**src/rtl/label_stack_pkg.sv**
```systemverilog
// label_stack_pkg: op, label-kind, trap and FSM state codes shared by label_stack and the cpu.
package label_stack_pkg;
  typedef enum logic [1:0] {OP_PUSH, OP_POP, OP_BR, OP_CLEAR} op_e;
  typedef enum logic [1:0] {KIND_BLOCK, KIND_LOOP, KIND_IF} kind_e;
  typedef enum logic [1:0] {TRAP_NONE, TRAP_OVERFLOW, TRAP_UNDERFLOW} trap_e;
  typedef enum logic [1:0] {S_IDLE, S_READ, S_RESP, S_TRAP} state_e;
endpackage

```
**src/rtl/label_stack_ram.sv**
```systemverilog
// label_ram: label storage, one write port and one registered read port.
module label_ram #(
  parameter int W = 18,
  parameter int DEPTH_LOG = 3
) (
  input  logic                 clk,
  input  logic                 we,
  input  logic [DEPTH_LOG-1:0] waddr,
  input  logic [W-1:0]         wdata,
  input  logic [DEPTH_LOG-1:0] raddr,
  output logic [W-1:0]         rdata
);
  logic [W-1:0] mem [2**DEPTH_LOG];
  always_ff @(posedge clk) begin
    if (we) mem[waddr] <= wdata;
    rdata <= mem[raddr];
  end
endmodule

```
**src/rtl/label_stack.sv**
```systemverilog
// label_stack: structured-control label stack resolving POP/BR targets; LABEL_STACK_HWM_EN adds the hwm output.
module label_stack
  import label_stack_pkg::*;
#(
  parameter int ADDR_W = 8,
  parameter int SP_W = 8,
  parameter int DEPTH_LOG = 3
) (
  input  logic                 clk,
  input  logic                 rst_n,
  input  logic                 op_valid,
  output logic                 op_ready,
  input  logic [1:0]           op,
  input  logic [1:0]           op_kind,
  input  logic [ADDR_W-1:0]    op_addr,
  input  logic [SP_W-1:0]      op_sp,
  input  logic [DEPTH_LOG:0]   op_n,
  output logic                 res_valid,
  output logic [ADDR_W-1:0]    res_addr,
  output logic [SP_W-1:0]      res_sp,
  output logic [DEPTH_LOG:0]   count,
  output logic [1:0]           trap
`ifdef LABEL_STACK_HWM_EN
  ,
  output logic [DEPTH_LOG:0]   hwm
`endif
);
  localparam int W = 2 + ADDR_W + SP_W;
  localparam int CW = DEPTH_LOG + 1;
  localparam logic [CW-1:0] FULL = CW'(2**DEPTH_LOG);
  state_e state, state_nx;
  logic [CW-1:0] count_nx, n_q, n_nx;
  logic [1:0] trap_nx, rd_kind;
  logic pop_q, pop_nx, res_valid_nx, we, clr, keep;
  logic [ADDR_W-1:0] res_addr_nx, rd_addr;
  logic [SP_W-1:0] res_sp_nx, rd_sp;
  logic [W-1:0] rdata;
  label_ram #(.W(W), .DEPTH_LOG(DEPTH_LOG)) u_ram (
    .clk(clk),
    .we(we),
    .waddr(count[DEPTH_LOG-1:0]),
    .wdata({op_kind, op_addr, op_sp}),
    .raddr(count[DEPTH_LOG-1:0] - n_q[DEPTH_LOG-1:0] - DEPTH_LOG'(1)),
    .rdata(rdata)
  );
  assign {rd_kind, rd_addr, rd_sp} = rdata;
  // a BR landing on a LOOP keeps the label; POP always discards it
  assign keep = !pop_q && rd_kind == KIND_LOOP;
  assign clr = op_valid && op == OP_CLEAR && (state == S_IDLE || state == S_TRAP);
  always_comb begin
    state_nx = state;
    count_nx = count;
    trap_nx = trap;
    n_nx = n_q;
    pop_nx = pop_q;
    res_valid_nx = 1'b0;
    res_addr_nx = res_addr;
    res_sp_nx = res_sp;
    we = 1'b0;
    op_ready = state == S_IDLE;
    if (clr) begin
      count_nx = '0;
      trap_nx = TRAP_NONE;
      state_nx = S_IDLE;
    end else begin
      case (state)
        S_IDLE: if (op_valid) begin
          if (op == OP_PUSH) begin
            we = count != FULL;
            count_nx = we ? count + CW'(1) : count;
            trap_nx = we ? trap : TRAP_OVERFLOW;
            state_nx = we ? S_IDLE : S_TRAP;
          end else begin
            pop_nx = op == OP_POP;
            n_nx = pop_nx ? '0 : op_n;
            trap_nx = n_nx >= count ? TRAP_UNDERFLOW : trap;
            state_nx = n_nx >= count ? S_TRAP : S_READ;
          end
        end
        S_READ: state_nx = S_RESP;
        S_RESP: begin
          res_valid_nx = 1'b1;
          res_addr_nx = rd_addr;
          res_sp_nx = rd_sp;
          count_nx = count - n_q - {{DEPTH_LOG{1'b0}}, ~keep};
          state_nx = S_IDLE;
        end
        default: state_nx = S_TRAP;
      endcase
    end
  end
  always_ff @(posedge clk or negedge rst_n) begin
    if (!rst_n) begin
      state <= S_IDLE;
      count <= '0;
      trap <= TRAP_NONE;
      n_q <= '0;
      pop_q <= 1'b0;
      res_valid <= 1'b0;
      res_addr <= '0;
      res_sp <= '0;
    end else begin
      state <= state_nx;
      count <= count_nx;
      trap <= trap_nx;
      n_q <= n_nx;
      pop_q <= pop_nx;
      res_valid <= res_valid_nx;
      res_addr <= res_addr_nx;
      res_sp <= res_sp_nx;
    end
  end
`ifdef LABEL_STACK_HWM_EN
  always_ff @(posedge clk or negedge rst_n) begin
    if (!rst_n) hwm <= '0;
    else if (clr) hwm <= '0;
    else if (count_nx > hwm) hwm <= count_nx;
  end
`endif
endmodule

```
**config.mk**
```make
export PLATFORM = sky130hd
export DESIGN_NAME = label_stack
export DESIGN_NICKNAME = d
export VERILOG_FILES = /design/src/rtl/label_stack_pkg.sv /design/src/rtl/label_stack_ram.sv /design/src/rtl/label_stack.sv
export SDC_FILE = /design/constraint.sdc
export NUM_CORES = 1
export LEC_CHECK = 0
export BUFFER_PORTS_ARGS = -buffer_cell sky130_fd_sc_hd__buf_2
export CAP_MARGIN = 25
export CORE_ASPECT_RATIO = 0.8
export CORE_MARGIN = 1
export CORE_UTILIZATION = 25
export DETAILED_ROUTE_END_ITERATION = 10
export HOLD_SLACK_MARGIN = 0.1
export SYNTH_ARGS = -nofsm -noshare
export SYNTH_HDL_FRONTEND = slang
export SYNTH_SLANG_ARGS = --single-unit
```
**constraint.sdc**
```tcl
create_clock -name clk -period 4.15 [get_ports clk]
set_clock_uncertainty 0.05 [all_clocks]
set_input_delay 0.2075 -clock clk [delete_from_list [all_inputs] [get_ports clk]]
set_output_delay 0.2075 -clock clk [all_outputs]
set_load 0.01 [all_outputs]
```
Yosys cells after proc, flatten, opt, wreduce, memory -nomap -nowiden --
Memories as Yosys holds them, arrays and structs flattened. A register that Yosys moved wholly into a read port is not among the register bits. Index checks and enable logic that the tools add are counted.
Cells by class: equal/unequal tests 11, add/subtract/negate cells 5, bitwise logic cells 3, muxes and demuxes 26, magnitude comparators 1, reduce and logical (&&, ||, !) cells 15
Operators by type and width (number):
- $mux W2 | 11
- $mux W4 | 5
- $reduce_and A4 Y1 | 3
- $mux W1 | 8
- $pmux W4 S2 | 1
- $eq A2 B1 Y1 const B | 3
- $eq A2 B2 Y1 const B | 3
- $ne A3 B1 Y1 const B | 2
- $pmux W2 S3 | 1
- $reduce_bool A3 Y1 | 2
- $add A4 B1 Y4 const B | 1
- $ge A4 B4 Y1 | 1
- $logic_not A2 Y1 | 2
- $ne A4 B4 Y1 const B | 1
- $reduce_bool A2 Y1 | 2
- $sub A4 B1 Y4 | 1
- $sub A4 B4 Y4 | 1
- $logic_and A1 B1 Y1 | 3
- $ne A3 B2 Y1 const B | 1
- $ne A3 B3 Y1 const B | 1
- $not A1 Y1 | 3
- $sub A3 B1 Y3 const B | 1
- $sub A3 B3 Y3 | 1
- $reduce_and A2 Y1 | 1
- 2 further kinds | 2
Storage, ports and cells: logic and storage cells 70, register bits 30, bits of input ports 27, memories kept 1, output and inout bits 24, RAM bits 144
Memory list:
- u_ram.mem | words 8, bits a word 18, rd ports 1, clocked after memory_dff 1, wr ports 1, line label_stack_ram.sv:13 | logic [W-1:0] mem [2**DEPTH_LOG];

Depth between registers and ports, before layout --
Gate-level depths: netlist of the first run.
word-level depth 8, depth in mapped cells 10, mapped depth without buffers 10

Hierarchy --
From an unflattened synthesis of the first run, not the netlist that was laid out.
Second synthesis, totals: cell total of the unflattened synthesis 396, area total of the unflattened synthesis 7688.6 um^2
By module, submodules not included:
- label_ram | cells each 239, area an instance 5964.5 um^2, instances 1, sequential area each 4684.5 um^2
- label_stack | cells each 157, area an instance 1724.2 um^2, instances 1, sequential area each 750.7 um^2

Worst setup path before layout of the first run --
Ideal clock, no wire load.
path type flip-flop to flip-flop, start register count[1], end memory u_ram.mem[1][0], enable pin, path slack 914 ps, required time 3684 ps, arrival 2770 ps, buffers on the path 1, cell stages (with the launch flop) 8, cell sequence dfrtp_1 > clkbuf_1 > inv_1 > ha_1 > nand3b_1 > and3b_2 > nand2_1 > nor3_1
Between the ends: cells in the longest elaborated chain, start to end 7
Ends and longest elaborated chain:
- start, declared | line label_stack.sv:21 | output logic [DEPTH_LOG:0] count,
- start signal, assigned | line label_stack.sv:104 | count <= count_nx;
- $ne A4 B4 Y1 | line label_stack.sv:69 | we = count != FULL;
- $mux W1 | line label_stack.sv:68 | if (op == OP_PUSH) begin
- $mux W1 | line label_stack.sv:67 | S_IDLE: if (op_valid) begin
- $mux W1 | line label_stack.sv:66 | case (state)
- $mux W1 | line label_stack.sv:61 | if (clr) begin
- $mux W1 | line label_stack_ram.sv:15 | if (we) mem[waddr] <= wdata;
- $mux W1 (implied by the code) | line label_stack_ram.sv:15
- end, declared | line label_stack_ram.sv:13
Several ways; a longest one is shown, not always the timed one.

Worst setup path after layout of the first run --
start register count[1], end register u_ram.rdata[15], read port of u_ram.mem
Between the ends: cells in the longest elaborated chain, start to end 2
Ends and longest elaborated chain:
- $sub A3 B3 Y3 | line label_stack.sv:43 | .raddr(count[DEPTH_LOG-1:0] - n_q[DEPTH_LOG-1:0] - DEPTH_LOG'(1)),
- $sub A3 B1 Y3 | line label_stack.sv:43
- end, declared | line label_stack_ram.sv:11 | output logic [W-1:0] rdata
Every way passes these cells. A chain may end at the register's enable or synchronous reset.

==> results of run 1 <==
==> worst min-delay path, cell delays in order <==
cell    delay, ns
buf_2        0.07
and2_1       0.14
mux2_2       0.15
==> flip-flops by register name (all words and copies together) (netlist names) <==
name	flops
pop_q	1
u_ram.rdata	18
n_q	4
u_ram.mem	144
res_addr	8
trap	2
res_sp	8
count	4
state	2
res_valid	1
==> metrics by stage <==
stage | total power (W) | cells | hold slack [ns] | util, %
finish | 0.00673 | 902 | 0.126 | 30.9
global route | 0.00715 | 902 | 0.119 | 30.9
CTS | 0.00685 | 901 | 0.103 | 30.9
detailed placement | 0.00529 | 847 | 0.311 | 28.3
global placement | 0.00521 | 847 | 0.302 | 28.3
floorplan | 0.00464 | 391 | -0.138 | -
==> cell usage in the layout, fill, tap and decap left out, types with 4 or more instances in the layout <==
cell type,Yosys,routed
nand2_1,14,14
nor2_1,10,10
ha_1,14,13
mux4_1,16,16
buf_4,1,13
buf_2,2,50
dlygate4sd3_1,0,22
o21ai_0,11,11
mux2_2,36,36
mux4_2,20,20
dfxtp_1,18,18
clkbuf_16,0,17
clkinv_2,0,4
edfxtp_1,144,144
a21oi_1,7,7
dfrtp_1,30,30
inv_1,14,14
==> worst max path at each step <==
stage,slack [ns],to
4_1_cts,1.44,u_ram.rdata[13]
6_report,1.47,u_ram.rdata[15]
5_1_grt,1.31,u_ram.rdata[10]
3_3_place_gp,1.55,u_ram.rdata[3]
3_5_place_dp,1.47,u_ram.rdata[13]
2_1_floorplan,0.91,u_ram.mem[1][0]
==> kinds of logic (layout without fill, tap and decap cells) <==
kind of cell	count (synthesis)	in the layout	synth area share, %
fa+ha+maj	17	17	3.10
compound gates	28	28	2.39
other cells	0	1	0
buf+inv	27	131	1.83
flops	192	192	71.7
xor+xnor	4	4	0.561
mux	74	74	17.1
simple gates	49	49	3.37
==> routing by layer <==
| layer | GRT usage [%] | wire [um] | vias to the layer above |
|---|---|---|---|
| met4 | 2.99 | 126 | 0 |
| met1 | 13.3 | 7040 | 1941 |
| li1 | - | - | 1732 |
| met3 | 2.66 | 554 | 10 |
| met5 | 0 | 0 | - |
| met2 | 16.8 | 7400 | 65 |
==> final cells by class <==
cell class	instances	area, um^2	area share, %
Sequential cell	192	5440	59.4
Clock buffer	17	425	4.65
Inverter	14	52.6	0.574
Antenna cell	1	2.50	0.0274
Clock inverter	15	133	1.45
Multi-Input combinational cell	172	2020	22.1
Tap cell	406	508	5.55
Timing Repair Buffer	85	568	6.21
==> power groups by stage <==
stage	registers [W]	logic, W	clock network (W)
floorplan	0.00257	0.00207	0
global placement	0.00257	0.00264	0
detailed placement	0.00257	0.00271	0
CTS	0.00253	0.00274	0.00158
global route	0.00256	0.00293	0.00165
finish	0.00253	0.00267	0.00153
==> what timing repair did <==
item | 4_1_cts | 5_1_grt
gates resized for setup | 0 | 0
setup endpoints to repair | 0 | 0
endpoints found under the hold margin | 177 | 0
hold buffers | 22 | 0
==> impl_metrics.tcl, run 1 <==
set metrics [dict create \
    status "complete, no violations" \
    stdcell_area_um2 9150 \
    antenna_found_initial 1 \
    synth_top_area_share_pct 57.0 \
    cts_tree "yes" \
    syn_to_final_growth_pct 20.6 \
    path_cells "inv_1 > fa_1 > buf_4 > mux4_2 > mux2_2" \
    postSynthCellCount 391 \
    power_frac_seq_pct 37.5 \
    core_um2 29600 \
    synth_nets 435 \
    reg2regPathDepth 5 \
    wl_um 15100 \
    portBuffers 50 \
    cts-root-buf "clkbuf_16" \
    critPathBufInv 2 \
    cpPeakStageDelay_ns 0.64 \
    rows 56 \
    drc 0 \
    via_per_inst 4.16 \
    die_h_um 158 \
    drive_gt1_share_pct 32.5 \
    peakVddDrop_mv 0.414 \
    grtUsageTotal_pct 10.2 \
    swShare_pct 31.9 \
    hpwl_um 9300 \
    crit_cells 5 \
    cts_num_sinks 192 \
    initial_core_util_pct 25.7 \
    worst-setup-path-type "reg2reg" \
    path_clk_slew_ns 0.07 \
    power.density_nw_per_um2 736 \
    synthTopCellsByArea "edfxtp_1 (57%), dfrtp_1 (9.9%), mux4_2 (5.9%)" \
    power.leakage_nw 3.23 \
    ios 51 \
    endpoint_kind "flip-flop" \
    period_minus_slack_ns 2.68 \
    maxSlewViolCount 0 \
    grt_overflow 0 \
    ys_seq_area_share_pct 71.7 \
    yosysWarnings 0 \
    netlist_area_um2 7580 \
    vias 3748 \
    maxCapViolCount 0 \
    avgSynthCellArea_um2 19.4 \
    switchingPower_w 0.00215 \
    crit_fanout 36 \
    yosysTopAreaCell "edfxtp_1" \
    async_reset_ff_share_pct 15.6 \
    combPwrFrac_pct 39.7 \
    slew_headroom_pct 41.5 \
    tns_ns 0 \
    grt_max_degree 37 \
    postCtsSetupRepairBufs 0 \
    clock_latency_ns 0.43 \
    pwr-share-clk_pct 22.7 \
    synth_edf_count 144 \
    finalWorstSetupSlack_ns 1.47 \
    drtIter0Drc 260 \
    whs_path_depth 3 \
    die_w_um 197 \
    max_clock_freq_ghz 0.373 \
    grt_pass1_wl_um 23200 \
    yosysUniqueCellTypes 44 \
    start_kind "flip-flop" \
    setup_viol_count_final 0 \
    cp_slowest_cell "dfrtp_1" \
    grt_pass1_vias 3918 \
    critical_path.top_delay_family "multiplexers" \
    hold_violations 0 \
    wl_per_cell_um 16.8 \
    tightestPinTransition_ns 0.877 \
    min_from "op_n[3]" \
    hold_class "in2reg" \
    synth_common_cells "edfxtp_1 (144), mux2_2 (36), dfrtp_1 (30), mux4_2 (20), dfxtp_1 (18)" \
    cts_buffers 17 \
    place_ws_ns 1.47 \
    fill_cells 2912 \
    synth_seq_cells 192 \
    cts_htree_levels 4 \
    place.gp.congestion 0.794 \
    die-area_um2 31000 \
    crit_start "count[1]" \
    worst-endpoint-arrival_ns 2.95 \
    firstDrtPassIters 4 \
    r2r_start "count[1]" \
    layout.nets 526 \
    drtAntennaViolNets 0 \
    ys.flop_type "edfxtp_1" \
    hold_path_end "n_q[3]" \
    synth.most_common_cell "edfxtp_1" \
    required_ns 4.41 \
    ff2ff_setup_slack_ns 1.47 \
    internal-power_w 0.00458 \
    rsz0062_at_grt "false" \
    timing.final.crit_share_pct 64.7 \
    timing.rr.end "u_ram.rdata[15]" \
    place_area_um2 8370 \
    clock_path_buffers 2 \
]
Power figures use the tool's default switching activity.
==> run 2, diff against run 1 <==
- ABC_AREA: not set -> 1
- clock period: 4.15 -> 2.6 ns (I/O delays scaled with it)
==> run 2 against run 1 <==
Net effect:
- setup slack worse by 1.1 ns
- global-route usage up 0.49 points
- clock power up 75%
- largest cell class unchanged
- largest power group unchanged
==> impl_metrics.tcl, run 2 <==
set metrics [dict create \
    cts-root-buf "clkbuf_16" \
    initial_core_util_pct 25.8 \
    syn_to_final_growth_pct 22.1 \
    drtAntennaViolNets 0 \
    ios 51 \
    via_per_inst 4.12 \
    largest_register_ffs 144 \
    grt_pass1_wl_um 26900 \
    wl_per_cell_um 13.9 \
    cts_tree "yes" \
    core_um2 30800 \
    worst-endpoint-arrival_ns 2.53 \
    yosysTopAreaCell "edfxtp_1" \
    synthTopCellsByArea "edfxtp_1 (54%), dfrtp_1 (9.5%), nor2_1 (6.7%)" \
    top_register "u_ram.mem" \
    layout.nets 811 \
    cts_buffers 17 \
    drtIter0Drc 426 \
    synth_common_cells "edfxtp_1 (144), nor2_1 (141), nand2_1 (98), o21ai_0 (55), o21ai_1 (47)" \
    hold_violations 0 \
    power.leakage_nw 3.65 \
    path_clk_slew_ns 0.06 \
    period_minus_slack_ns 2.26 \
    endpoint_kind "flip-flop" \
    ff2ff_setup_slack_ns 0.34 \
    slew_headroom_pct 52.0 \
    vias 4924 \
    die_w_um 201 \
    die-area_um2 32500 \
    die_h_um 161 \
    rows 57 \
    rsz0062_at_grt "false" \
    place.gp.congestion 0.777 \
    required_ns 2.87 \
    portBuffers 50 \
    drc 0 \
    clock_path_buffers 2 \
    final_cell_mix "edfxtp_1 (144), nor2_1 (137), nand2_1 (98), o21ai_0 (55), buf_2 (50)" \
    synth_top_area_share_pct 54.4 \
    hold_class "in2reg" \
    cts_num_sinks 192 \
    clock_latency_ns 0.42 \
    status "complete, no violations" \
    hpwl_um 10200 \
    setup_viol_count_final 0 \
    maxCapViolCount 0 \
    maxSlewViolCount 0 \
    drive_gt1_share_pct 16.8 \
    postSynthCellCount 687 \
    yosysWarnings 0 \
    timing.rr.end "count[3]" \
    grt_max_degree 73 \
    timing.final.crit_share_pct 86.9 \
    crit_fanout 2 \
    firstDrtPassIters 5 \
    ys.flop_type "edfxtp_1" \
    synth_seq_cells 192 \
    grtUsageTotal_pct 10.7 \
    min_from "op[0]" \
    power.density_nw_per_um2 1380 \
    synth.most_common_cell "edfxtp_1" \
    hold_path_end "pop_q" \
    netlist_area_um2 7940 \
    worst-setup-path-type "reg2reg" \
    wl_um 16600 \
    ys_seq_area_share_pct 68.4 \
    yosysUniqueCellTypes 35 \
    grt_overflow 0 \
    layout_commonest_cell "edfxtp_1" \
    antenna_found_initial 2 \
    synth_edf_count 144 \
    whs_path_depth 5 \
    async_reset_ff_share_pct 15.6 \
    peakVddDrop_mv 1.65 \
    start_kind "flip-flop" \
    reg2regPathDepth 10 \
    top_regs "u_ram.mem: 144 flops, u_ram.rdata: 18 flops" \
    tightestPinTransition_ns 0.720 \
    power_w 0.0134 \
    tns_ns 0 \
    grt_pass1_vias 4803 \
    max_clock_freq_ghz 0.442 \
    r2r_start "pop_q" \
    cts_htree_levels 4 \
    avgSynthCellArea_um2 11.6 \
    synth_nets 731 \
]
-- run 2: cell types whose count changed after synthesis, moves of 6 or more --
cell | before | now
nand3_1 | 3 | 9
mux4_1 | 16 | 0
mux2_2 | 36 | 0
nand2_1 | 14 | 98
buf_2 | 2 | 20
nor2_1 | 10 | 141
o21ai_0 | 11 | 55
a21oi_1 | 7 | 15
inv_1 | 14 | 29
a21oi_2 | 0 | 8
o21a_1 | 0 | 18
o21ai_1 | 0 | 47
mux4_2 | 20 | 0
-- run 2: layer usage --
| layer | vias to the layer above | share of wire, % | track usage, % |
|---|---|---|---|
| met5 | - | 0 | 0 |
| met4 | 0 | 1.2 | 3.24 |
| met3 | 19 | 3.9 | 2.78 |
| met2 | 73 | 45 | 16.7 |
| met1 | 2319 | 50 | 14.6 |
| li1 | 2513 | - | - |
-- run 2: final cells by class --
class | count | area [um^2]
Clock buffer | 25 | 541
Inverter | 35 | 134
Antenna cell | 2 | 5.00
Sequential cell | 192 | 5440
Tap cell | 413 | 517
Clock inverter | 7 | 83.8
Timing Repair Buffer | 91 | 761
Multi-Input combinational cell | 430 | 2220
Fill cell | 3069 | 21100
-- run 2: how the worst max path moves through the flow --
stage / start / end / slack [ns] / depth (start not counted)
floorplan: count[1] / u_ram.mem[0][0] / -0.04 / 7
global placement: pop_q / count[1] / 0.40 / 8
detailed placement: pop_q / count[1] / 0.36 / 8
CTS: count[0] / u_ram.rdata[2] / 0.35 / 8
global route: pop_q / count[3] / 0.16 / 10
finish: pop_q / count[3] / 0.34 / 10
-- run 2: where the power goes --
part / internal (W) / total [W] / switching, W / leakage [nW]
registers: 0.00380 / 0.00404 / 0.000247 / 1.82
logic: 0.00257 / 0.00667 / 0.00410 / 1.52
clock network: 0.00157 / 0.00268 / 0.00111 / 0.307
total: 0.00794 / 0.0134 / 0.00545 / 3.65
-- run 2: critical path, cell delays in order, from the launching register on --
cell	delay [ns]
dfrtp_1	0.38
or3b_2	0.45
fa_1	0.51
inv_1	0.05
ha_1	0.17
o21ai_0	0.17
nand2_1	0.09
nand3_1	0.09
nand3_1	0.08
nand2_1	0.08
nand2_1	0.04
-- run 2: repair_timing --
action / 4_1_cts / 5_1_grt
hold buffers: 26 / 0
hold endpoints to repair: 180 / 0
gates resized for setup: 0 / 0
setup buffers: 0 / 0
setup endpoints to repair: 0 / 0
-- run 2: kinds of logic (layout without fill, tap and decap cells) --
group | count (synthesis) | count (layout) | share of synthesized area, %
DFF | 192 | 192 | 68.4
and+or+nand+nor | 265 | 265 | 14.0
xor gates and xnor gates | 1 | 1 | 0.347
buffers and inverters | 65 | 158 | 3.89
AOI/OAI and AO/OA | 147 | 147 | 10.3
other | 0 | 2 | 0
adders and majority gates | 17 | 17 | 2.96
-- run 2: stage by stage --
stage / instance area, um^2 / cells / hold WS, ns / util [%] / worst slack [ns]
2_1_floorplan: 7950 / 687 / -0.216 / - / -0.0404
3_3_place_gp: 8810 / 1135 / 0.181 / 28.6 / 0.398
3_5_place_dp: 8810 / 1135 / 0.184 / 28.6 / 0.358
4_1_cts: 9690 / 1193 / 0.127 / 31.5 / 0.354
5_1_grt: 9700 / 1195 / 0.171 / 31.5 / 0.159
6_report: 9700 / 1195 / 0.148 / 31.5 / 0.340
==> run 3, diff against run 2 <==
- CAP_MARGIN: 25 -> not set
- PLACE_DENSITY: not set -> 0.45
- SKIP_CTS_REPAIR_TIMING: not set -> 1
==> run 3 against run 2 <==
Net effect:
- sequential power down 1%
- sequential cell count unchanged
- combinational power up 4.6%
- setup slack worse by 0.0071 ns
- largest power group unchanged
- register-to-register slack about the same
- global-route usage up 1.1 points
- hold slack worse by 0.022 ns
- routed wire length up 10%
- critical path type unchanged
- utilization down 0.20 points
- total power about the same
==> impl_metrics.tcl, run 3 (synthesized netlist as in run 2, its figures left out) <==
set metrics [dict create \
    stdcell_count 1201 \
    final_cell_mix "edfxtp_1 (144), nor2_1 (137), nand2_1 (98), o21ai_0 (55), buf_2 (50)" \
    reg2regPathDepth 7 \
    maxCapViolCount 0 \
    setup_viol_count_final 0 \
    drtIter0Drc 281 \
    drive_gt1_share_pct 17.1 \
    ios 51 \
    rsz0062_at_grt "false" \
    cts_tree "yes" \
    cpPeakStageDelay_ns 0.56 \
    ff2ff_setup_slack_ns 0.33 \
    wl_per_cell_um 15.2 \
    required_ns 2.92 \
    critical_path.top_delay_family "adder cells" \
    drc 0 \
    grt_max_degree 49 \
    switchingPower_w 0.00565 \
    grt_pass1_vias 4805 \
    swShare_pct 42.1 \
    grt_pass1_wl_um 28800 \
    power.leakage_nw 3.63 \
    place.gp.congestion 0.751 \
    portBuffers 50 \
    grt_overflow 0 \
    clock_latency_ns 0.43 \
    path_cells "ha_2 > inv_1 > fa_2 > buf_4 > o21ai_0 > o21a_1 > a21oi_2" \
    die-area_um2 32500 \
    combPwrFrac_pct 52.0 \
    crit_fanout 28 \
    place_ws_ns 0.335 \
    endpoint_kind "flip-flop" \
    status "complete, no violations" \
    path_clk_slew_ns 0.07 \
    worst-setup-path-type "reg2reg" \
    dp.cells 1143 \
    power.density_nw_per_um2 1390 \
    cts-root-buf "clkbuf_16" \
    core_um2 30800 \
    timing.rr.end "u_ram.rdata[7]" \
    grtUsageTotal_pct 11.8 \
    die_w_um 201 \
    cp_slowest_cell "fa_2" \
    r2r_start "count[0]" \
    rows 57 \
    peakVddDrop_mv 0.895 \
    firstDrtPassIters 4 \
    hold_ws_ns 0.127 \
    worst-endpoint-arrival_ns 2.59 \
    timing.final.crit_share_pct 87.2 \
    power_frac_seq_pct 29.8 \
    clock_path_buffers 2 \
    die_h_um 161 \
    start_kind "flip-flop" \
    fill_cells 3188 \
    diodes 0 \
    tightestPinTransition_ns 0.860 \
    hpwl_um 11100 \
    max_clock_freq_ghz 0.441 \
    hold_class "in2reg" \
    cts_num_sinks 192 \
    wl_um 18300 \
    top_register "u_ram.mem" \
    internal-power_w 0.00776 \
    finalWorstSetupSlack_ns 0.333 \
    syn_to_final_growth_pct 21.3 \
    min_from "op[0]" \
    stdcell_area_um2 9640 \
    layout.nets 819 \
    top_regs "u_ram.mem: 144 flops, u_ram.rdata: 18 flops" \
    vias 4994 \
    slew_headroom_pct 42.7 \
    antenna_found_initial 0 \
    critPathBufInv 2 \
    pwr-share-clk_pct 18.1 \
    largest_register_ffs 144 \
    period_minus_slack_ns 2.27 \
    via_per_inst 4.16 \
    drtAntennaViolNets 0 \
    place_area_um2 8840 \
    hold_violations 0 \
    initial_core_util_pct 25.8 \
    maxSlewViolCount 0 \
    cts_htree_levels 4 \
    hold_path_end "pop_q" \
    whs_path_depth 5 \
    layout_commonest_cell "edfxtp_1" \
    cts_buffers 17 \
]
==> run 3: cell types whose count changed in the layout (fill, tap and decap cells not counted), sizes merged <==
cell,previous run,this run
clkbuf,25,20
diode,2,0
clkinvlp,0,5
clkinv,2,6
inv,39,35
buf,65,73
==> run 3: worst register-to-register path, stage by stage, from the launching register on <==
cell	delay, ns
dfrtp_1	0.51
ha_2	0.22
inv_1	0.04
fa_2	0.56
buf_4	0.30
o21ai_0	0.20
o21a_1	0.21
a21oi_2	0.12
==> run 3: worst max path at each step <==
stage          cells past startpoint              end  startpoint  slack, ns
2_1_floorplan                      7  u_ram.mem[0][0]    count[1]      -0.04
3_3_place_gp                       7   u_ram.rdata[7]    count[0]       0.38
3_5_place_dp                      10         count[3]       pop_q       0.33
4_1_cts                            7   u_ram.rdata[7]    count[0]       0.31
5_1_grt                            8   u_ram.rdata[5]    count[0]       0.19
6_report                           7   u_ram.rdata[7]    count[0]       0.33
==> run 3: metrics by stage <==
step / power [W] / setup TNS, ns / utilization (%)
final: 0.0134 / 0 / 31.3
after global routing: 0.0147 / 0 / 31.3
after CTS: 0.0136 / 0 / 30.4
after detailed placement: 0.0112 / 0 / 28.7
after global placement: 0.0112 / 0 / 28.7
after floorplan: 0.00920 / -2.07 / -
==> run 3: per-layer routing <==
| metal | global-route usage [%] | share of wire, % | vias up |
|---|---|---|---|
| met3 | 2.32 | 3.1 | 16 |
| met2 | 17.3 | 42 | 76 |
| met4 | 3.93 | 1.4 | 0 |
| met1 | 17.2 | 53 | 2376 |
| li1 | - | - | 2526 |
| met5 | 0 | 0 | - |
==> run 3: layout make-up <==
| type | count | area [um^2] | area share, % |
|---|---|---|---|
| Clock buffer | 20 | 437 | 4.53 |
| Clock inverter | 12 | 95.1 | 0.987 |
| Inverter | 35 | 134 | 1.39 |
| Multi-Input combinational cell | 430 | 2250 | 23.3 |
| Sequential cell | 192 | 5440 | 56.4 |
| Tap cell | 413 | 517 | 5.36 |
| Timing Repair Buffer | 99 | 771 | 8.00 |
==> run 3: power groups by stage <==
stage | Clock, W | Sequential [W] | Combinational, W
6_report | 0.00243 | 0.00400 | 0.00698
5_1_grt | 0.00262 | 0.00405 | 0.00804
4_1_cts | 0.00250 | 0.00401 | 0.00714
3_5_place_dp | 0 | 0.00407 | 0.00710
3_3_place_gp | 0 | 0.00407 | 0.00711
2_1_floorplan | 0 | 0.00413 | 0.00507
